--- src/rtl/corr_sweep_ctrl.sv ---
// Raster-sweep controller for CORR_SCORE: steps the window start, keeps the best score and its position.
// Optional early exit on a score threshold is enabled with `define CORR_EARLY_EXIT_EN.
module corr_sweep_ctrl #(
    parameter int H_RES        = 640,
    parameter int V_RES        = 480,
    parameter int SEARCH_H_RES = 32,
    parameter int SEARCH_V_RES = 32,
    parameter int STEP_X       = 8,
    parameter int STEP_Y       = 8
) (
    input  logic        iCLK,
    input  logic        iRST,
    input  logic        iStart,
    input  logic        iFinished,
    input  logic [31:0] iScore,
`ifdef CORR_EARLY_EXIT_EN
    input  logic [31:0] iThreshold,
`endif
    output logic        oCorrReady,
    output logic [12:0] oXstart,
    output logic [12:0] oYstart,
    output logic        oBusy,
    output logic        oDone,
    output logic [12:0] oBestX,
    output logic [12:0] oBestY,
    output logic [31:0] oBestScore,
    output logic [2:0]  oDbgState
);

    typedef enum logic [2:0] {
        IDLE    = 3'd0,
        FLUSH   = 3'd1,
        RUN     = 3'd2,
        CAPTURE = 3'd3,
        DONE    = 3'd4
    } state_t;

    // One extra bit so "next > limit" is evaluated without wrapping.
    localparam logic [13:0] X_LIM  = 14'(H_RES - SEARCH_H_RES);
    localparam logic [13:0] Y_LIM  = 14'(V_RES - SEARCH_V_RES);
    localparam logic [13:0] X_STEP = 14'(STEP_X);
    localparam logic [13:0] Y_STEP = 14'(STEP_Y);

    state_t      r_state;
    state_t      w_state_next;
    logic [12:0] r_xstart;
    logic [12:0] r_ystart;
    logic [12:0] r_prev_x;
    logic [12:0] r_prev_y;
    logic [12:0] r_best_x;
    logic [12:0] r_best_y;
    logic [31:0] r_best_score;
    logic        r_valid;
    logic        r_last;
    logic        w_ready;
    logic        w_early;
    logic        w_update;
    logic [13:0] w_x_next;
    logic [13:0] w_y_next;

    assign w_x_next = {1'b0, r_xstart} + X_STEP;
    assign w_y_next = {1'b0, r_ystart} + Y_STEP;

`ifdef CORR_EARLY_EXIT_EN
    assign w_early = (iScore >= iThreshold);
`else
    assign w_early = 1'b0;
`endif

    // Strict compare: equal scores keep the earliest position in raster order.
    assign w_update = w_early || !r_valid || (iScore > r_best_score);

    always_ff @(posedge iCLK) begin
        if (iRST) r_state <= IDLE;
        else      r_state <= w_state_next;
    end

    always_comb begin
        w_state_next = r_state;
        w_ready      = 1'b0;
        case (r_state)
            IDLE:    if (iStart) w_state_next = FLUSH;
            FLUSH: begin
                w_ready = 1'b1;
                if (iFinished) w_state_next = RUN;
            end
            RUN: begin
                w_ready = 1'b1;
                if (iFinished) w_state_next = CAPTURE;
            end
            CAPTURE: begin
                w_ready      = 1'b1;
                w_state_next = (w_early || r_last) ? DONE : RUN;
            end
            DONE:    if (iStart) w_state_next = FLUSH;
            default: w_state_next = IDLE;
        endcase
    end

    always_ff @(posedge iCLK) begin
        if (iRST) begin
            r_xstart     <= '0;
            r_ystart     <= '0;
            r_prev_x     <= '0;
            r_prev_y     <= '0;
            r_best_x     <= '0;
            r_best_y     <= '0;
            r_best_score <= '0;
            r_valid      <= 1'b0;
            r_last       <= 1'b0;
        end else begin
            case (r_state)
                IDLE, DONE: begin
                    if (iStart) begin
                        r_xstart     <= '0;
                        r_ystart     <= '0;
                        r_best_x     <= '0;
                        r_best_y     <= '0;
                        r_best_score <= '0;
                        r_valid      <= 1'b0;
                        r_last       <= 1'b0;
                    end
                end
                RUN: begin
                    if (iFinished) begin
                        r_prev_x <= r_xstart;
                        r_prev_y <= r_ystart;
                        if (w_x_next <= X_LIM) begin
                            r_xstart <= w_x_next[12:0];
                        end else if (w_y_next <= Y_LIM) begin
                            r_xstart <= '0;
                            r_ystart <= w_y_next[12:0];
                        end else begin
                            r_last <= 1'b1;
                        end
                    end
                end
                CAPTURE: begin
                    if (w_update) begin
                        r_best_x     <= r_prev_x;
                        r_best_y     <= r_prev_y;
                        r_best_score <= iScore;
                    end
                    r_valid <= 1'b1;
                end
                default: ;
            endcase
        end
    end

    assign oCorrReady = w_ready;
    assign oXstart    = r_xstart;
    assign oYstart    = r_ystart;
    assign oBusy      = (r_state == FLUSH) || (r_state == RUN) || (r_state == CAPTURE);
    assign oDone      = (r_state == DONE);
    assign oBestX     = r_best_x;
    assign oBestY     = r_best_y;
    assign oBestScore = r_best_score;
    assign oDbgState  = r_state;

endmodule

--- config.mk ---
export PLATFORM = sky130hd
export DESIGN_NAME = corr_sweep_ctrl
export DESIGN_NICKNAME = d
export VERILOG_FILES = /design/src/rtl/corr_sweep_ctrl.sv
export SDC_FILE = /design/constraint.sdc
export NUM_CORES = 1
export LEC_CHECK = 0
export ABC_CLOCK_PERIOD_IN_PS = 3500
export CORE_MARGIN = 2
export CORE_UTILIZATION = 49
export CTS_CLUSTER_DIAMETER = 60
export CTS_CLUSTER_SIZE = 8
export DETAILED_ROUTE_END_ITERATION = 8
export MAX_ROUTING_LAYER = met4
export PLACE_DENSITY = 0.81
export SYNTH_ARGS = -nofsm -noshare
export SYNTH_HDL_FRONTEND = slang
export SYNTH_SLANG_ARGS = --single-unit
--- constraint.sdc ---
create_clock -name iCLK -period 3.5 [get_ports iCLK]
set_input_delay 0.875 -clock iCLK [delete_from_list [all_inputs] [get_ports iCLK]]
set_output_delay 0.875 -clock iCLK [all_outputs]
set_load 0.01 [all_outputs]
==> flow_metrics.env, run 1 <==
export IMPL_status="finished clean"
export IMPL_grt_remaining_overflow=0
export IMPL_setup_viol=0
export IMPL_synth_area_leaders="dfxtp_1, a22o_1, ha_1"
export IMPL_multi_input_area_mm2=0.00242
export IMPL_ys_seq_area_share_pct=41.3
export IMPL_syn_area_mm2=0.00470
export IMPL_initial_utilization_pct=50.6
export IMPL_maxSlewHeadroom_pct=63.1
export IMPL_post_synth_cell_area_avg_um2=8.91
export IMPL_muxShareOfSynthArea_pct=0
export IMPL_seq_power_share_pct=53.9
export IMPL_critical_path_max_fanout=32
export IMPL_portBuffers=113
export IMPL_holdBufCountCts=0
export IMPL_min_period_over_period_pct=88.6
export IMPL_p_sw_mw=0.536
export IMPL_pwr_share_comb_pct=10.9
export IMPL_fin_tns_setup_ns=0
export IMPL_fp_row_count=35
export IMPL_p_clk_share_pct=35.2
export IMPL_min_path_type="reg -> reg"
export IMPL_layout_cells_non_filler=767
export IMPL_drive_gt1_share_pct=7.21
export IMPL_async_reset_ff_share_pct=0
export IMPL_ant_nets=0
export IMPL_root_buffer="clkbuf_8"
export IMPL_min_period_ns=3.10
export IMPL_rsz0062_at_grt="no"
export IMPL_antenna_found_initial=0
export IMPL_worstSetupEndpointType="flop"
export IMPL_cts_tree="built"
export IMPL_seqCellArea_mm2=0.00194
export IMPL_path_clk_slew_ns=0.09
export IMPL_yosys_register_bits=97
export IMPL_synth_area_leader_cell="dfxtp_1"
export IMPL_cp_arrival_ns=3.36
export IMPL_hold_violations=0
export IMPL_synth_xor_area_share_pct=0.373
export IMPL_viasPerCell=5.65
export IMPL_routed_wl_um=12000
export IMPL_post_dp_hpwl_um=8740
export IMPL_die_w_um=102
export IMPL_antenna_cells=0
export IMPL_dieArea_mm2=0.0104
export IMPL_p_leak_nw=2.21
export IMPL_maxSlewViolCount=0
export IMPL_post_cts_setup_buffers=0
export IMPL_critPathKind="in -> reg"
export IMPL_drtPass1Iterations=5
export IMPL_cts_buffers=9
export IMPL_synth_compound_area_share_pct=23.8
export IMPL_yosys_top_cells_count="dfxtp_1, nand2_1, a22o_1, inv_1, a21oi_1"
export IMPL_io_pins=126
export IMPL_clk_path_buf_depth=2
export IMPL_ys_types=61
export IMPL_synth_edf_count=0
export IMPL_finalClockSkew_ns=0.0112
export IMPL_clk_insertion_delay_late_ns=0.37
export IMPL_synth_most_common_cell="dfxtp_1"
export IMPL_grt_pass1_wl_um=19000
export IMPL_globalplace_congestion=0.900
export IMPL_yosysWarnings=0
export IMPL_grt_pass1_vias=4000
export IMPL_max_freq_ghz=0.323
export IMPL_drt_iter0_drc=160
export IMPL_synthDominantCellAreaShare_pct=41.3
export IMPL_syn2layout_area_growth_pct=29.7
export IMPL_critPathLaunchType="primary input"
export IMPL_synthSimpleGateAreaFrac_pct=16.7
export IMPL_cts_sinks=97
export IMPL_intPower_mw=1.54
export IMPL_wl_per_cell_um=15.7
export IMPL_grt_max_degree=42
export IMPL_synth_adder_area_share_pct=9.05
export IMPL_max_vdd_ir_drop_mv=0.183
export IMPL_synth_top_family_by_area="compound AO/OA/AOI/OAI gates"
export IMPL_power_density_mw_per_mm2=341
export IMPL_syn_inst=528
export IMPL_crit_required_ns=3.76
export IMPL_nNetsFinal=703
export IMPL_die_h_um=102
export IMPL_tightest_slew_ns=0.546
export IMPL_maxCapViolCount=0
export IMPL_whs_ns=0.458
export IMPL_drc=0
export IMPL_h_tree_depth=3
export IMPL_switching_share_pct=25.8
export IMPL_grt_use_total_pct=23.4
export IMPL_core_mm2=0.00928
export IMPL_vias=4337
export IMPL_dp_cells=751
export IMPL_fillers=767
export IMPL_cts_resized=0
export IMPL_synthFlopType="dfxtp_1"
## per-layer routing
metal,track usage (%),wire length [um],part of all wire [%],vias to the layer above
li1,-,-,-,2092
met1,30.0,5440,45,2065
met2,37.7,5580,46,164
met3,3.63,814,6.8,16
met4,7.90,170,1.4,0
met5,-,0,0,-
## critical path: stages
cell and delay (ns):
clkdlybuf4s50_1 0.44, ha_1 0.32, nand4_1 0.14, nor4_1 0.53, nand4b_1 0.26, nand3_1 0.21
o22ai_4 0.09, buf_4 0.24, a22o_1 0.23
## state kept, by name, summed over array words and instances (netlist names), 3 cells and up
signal      count
oBestScore     32
oBestX         10
oBestY         10
oDbgState       3
oXstart        10
oYstart        10
r_prev_x       10
r_prev_y       10
## power groups by stage
stage | combinational [mW] | sequential, mW | clock (mW)
floorplan | 0.128 | 1.15 | 0
global placement | 0.219 | 1.14 | 0
detailed placement | 0.223 | 1.14 | 0
CTS | 0.225 | 1.12 | 0.737
global route | 0.249 | 1.12 | 0.778
finish | 0.226 | 1.12 | 0.732
## through the flow
| step | power (mW) | util (%) | area [um2] | worst slack, ns |
|---|---|---|---|---|
| final | 2.08 | 65.7 | 6100 | 0.400 |
| after global routing | 2.15 | 65.7 | 6100 | 0.181 |
| after CTS | 2.08 | 65.7 | 6100 | 0.401 |
| after detailed placement | 1.37 | 63.6 | 5900 | 0.0537 |
| after global placement | 1.36 | 63.6 | 5900 | 0.179 |
| after floorplan | 1.27 | - | 4740 | 0.758 |
## placed cells by master (no fill, tap or decap), drive strengths merged, types with 16 or more instances in the layout
cell type,instances
a21oi,43
a22o,52
clkdlybuf4s50,113
dfxtp,97
ha,34
inv,44
nand2,67
nand3,18
nor2,16
o21ai,16
## final timing paths
path	slack (ns)	endpoint	cells past startpoint	from
setup / recovery	0.40	oBestScore[20]	9	iScore[25]
hold / removal	0.46	r_prev_y[5]	2	r_prev_y[5]
setup reg to reg	0.72	oYstart[6]	8	oXstart[3]
hold reg to reg	0.46	r_prev_y[5]	2	r_prev_y[5]
## cell type report
type                    count  area share, %
well taps                 129           2.65
flip-flops and latches     97           31.8
clock inverters             7           1.17
repair buffers            123           20.0
multi-input cells         358           39.6
clock buffers               9           2.03
inverters                  44           2.71
## logic make-up (layout without fill, tap and decap cells)
logic type / after synthesis / in the layout
AND/OR/NAND/NOR: 154 / 154
other: 1 / 12
AO/OA/AOI/OAI: 156 / 156
flip-flops: 97 / 97
XOR/XNOR: 2 / 2
buffers and inverters: 84 / 183
adder cells (fa/ha/maj): 34 / 34
(Power assumes the default switching activity.)
==> inputs of run 2 (changes only) <==
Settings changed: PLACE_DENSITY 0.81 to 0.83.
==> flow_metrics.env, run 2 (synthesized netlist as in run 1, its figures left out) <==
export IMPL_whs_ns=0.463
export IMPL_status="finished clean"
export IMPL_layout_cells_non_filler=766
export IMPL_min_period_over_period_pct=87.0
export IMPL_syn2layout_area_growth_pct=30.7
export IMPL_clk_insertion_delay_late_ns=0.36
export IMPL_drive_gt1_share_pct=7.06
export IMPL_p_total_mw=2.24
export IMPL_routed_wl_um=11900
export IMPL_rsz0062_at_grt="no"
export IMPL_cts_tree="built"
export IMPL_critical_path_max_fanout=20
export IMPL_dieArea_mm2=0.0104
export IMPL_dp_cells=750
export IMPL_design_area_mm2=0.00615
export IMPL_setup_viol=0
export IMPL_multi_input_area_mm2=0.00242
export IMPL_layout_commonest_cell="clkdlybuf4s50_1"
export IMPL_crit_required_ns=3.81
export IMPL_nNetsFinal=702
export IMPL_seqCellArea_mm2=0.00194
export IMPL_maxSlewViolCount=0
export IMPL_fin_util_pct=66.2
export IMPL_die_w_um=102
export IMPL_p_leak_nw=2.24
export IMPL_maxCapViolCount=0
export IMPL_min_period_ns=3.04
export IMPL_fp_row_count=35
export IMPL_dp_slack_ns=0.0857
export IMPL_die_h_um=102
export IMPL_core_mm2=0.00928
export IMPL_cts_buffers=9
export IMPL_ant_nets=0
export IMPL_grt_max_degree=42
export IMPL_h_tree_depth=3
export IMPL_drt_iter0_drc=188
export IMPL_hold_violations=0
export IMPL_cp_arrival_ns=3.35
export IMPL_grt_pass1_wl_um=19000
export IMPL_initial_utilization_pct=50.6
export IMPL_portBuffers=113
export IMPL_path_clk_slew_ns=0.09
export IMPL_max_vdd_ir_drop_mv=0.244
export IMPL_placed_area_mm2=0.00590
export IMPL_maxSlewHeadroom_pct=60.4
export IMPL_post_route_worst_setup_slack_ns=0.455
export IMPL_tightest_slew_ns=0.590
export IMPL_grt_remaining_overflow=0
export IMPL_holdBufCountCts=0
export IMPL_antenna_cells=0
export IMPL_min_path_type="reg -> reg"
export IMPL_globalplace_congestion=0.922
export IMPL_finalClockSkew_ns=0.0149
export IMPL_critPathLaunchType="primary input"
export IMPL_fin_tns_setup_ns=0
export IMPL_viasPerCell=5.57
export IMPL_fillers=747
export IMPL_post_cts_setup_buffers=0
export IMPL_max_freq_ghz=0.328
export IMPL_power_density_mw_per_mm2=364
export IMPL_clk_path_buf_depth=2
export IMPL_wl_per_cell_um=15.5
export IMPL_drc=0
export IMPL_grt_use_total_pct=23.4
export IMPL_root_buffer="clkbuf_8"
export IMPL_final_cell_mix="clkdlybuf4s50_1, dfxtp_1, nand2_1"
export IMPL_io_pins=126
export IMPL_worstSetupEndpointType="flop"
export IMPL_antenna_found_initial=0
export IMPL_largest_register_ff_count=32
export IMPL_post_dp_hpwl_um=8720
export IMPL_cts_resized=0
export IMPL_drtPass1Iterations=4
export IMPL_critPathKind="in -> reg"
export IMPL_vias=4267
export IMPL_grt_pass1_vias=3897
export IMPL_cts_sinks=97
-- run 2: final timing paths --
kind	slack (ns)	endpoint	start	cells after the start
worst max register to register	0.78	oYstart[4]	oXstart[3]	8
worst max-delay path	0.46	oBestY[10]	iScore[27]	10
worst min-delay path	0.46	r_prev_x[12]	r_prev_x[12]	2
worst min register to register	0.46	r_prev_x[12]	r_prev_x[12]	2
-- run 2: final cells by class --
cell class              instances  area share (%)
clock buffers                  10            2.24
multi-input cells             358            39.3
clock inverters                 6            1.83
well taps                     129            2.63
flip-flops and latches         97            31.6
repair buffers                122            19.7
inverters                      44            2.69
-- run 2: metal layers --
layer / vias to the layer above / global-route usage [%] / share of wire [%]
met5: - / - / 0
li1: 2092 / - / -
met4: 0 / 7.38 / 1.3
met1: 2018 / 30.4 / 44
met3: 13 / 3.83 / 7.8
met2: 144 / 37.6 / 46
-- run 2: worst max-delay path: stages --
cell,delay (ns)
clkdlybuf4s50_1,0.43
ha_1,0.33
nand4_1,0.15
nor4_1,0.50
nand4b_1,0.24
nand3_1,0.14
o22ai_1,0.11
nor2_4,0.15
buf_4,0.25
a22o_1,0.18
-- run 2: power breakdown --
group	leakage [nW]	total [mW]	switching (mW)	internal, mW
combinational	1.33	0.225	0.123	0.102
clock	0.127	0.895	0.398	0.497
sequential	0.782	1.12	0.00866	1.11
total	2.24	2.24	0.530	1.71
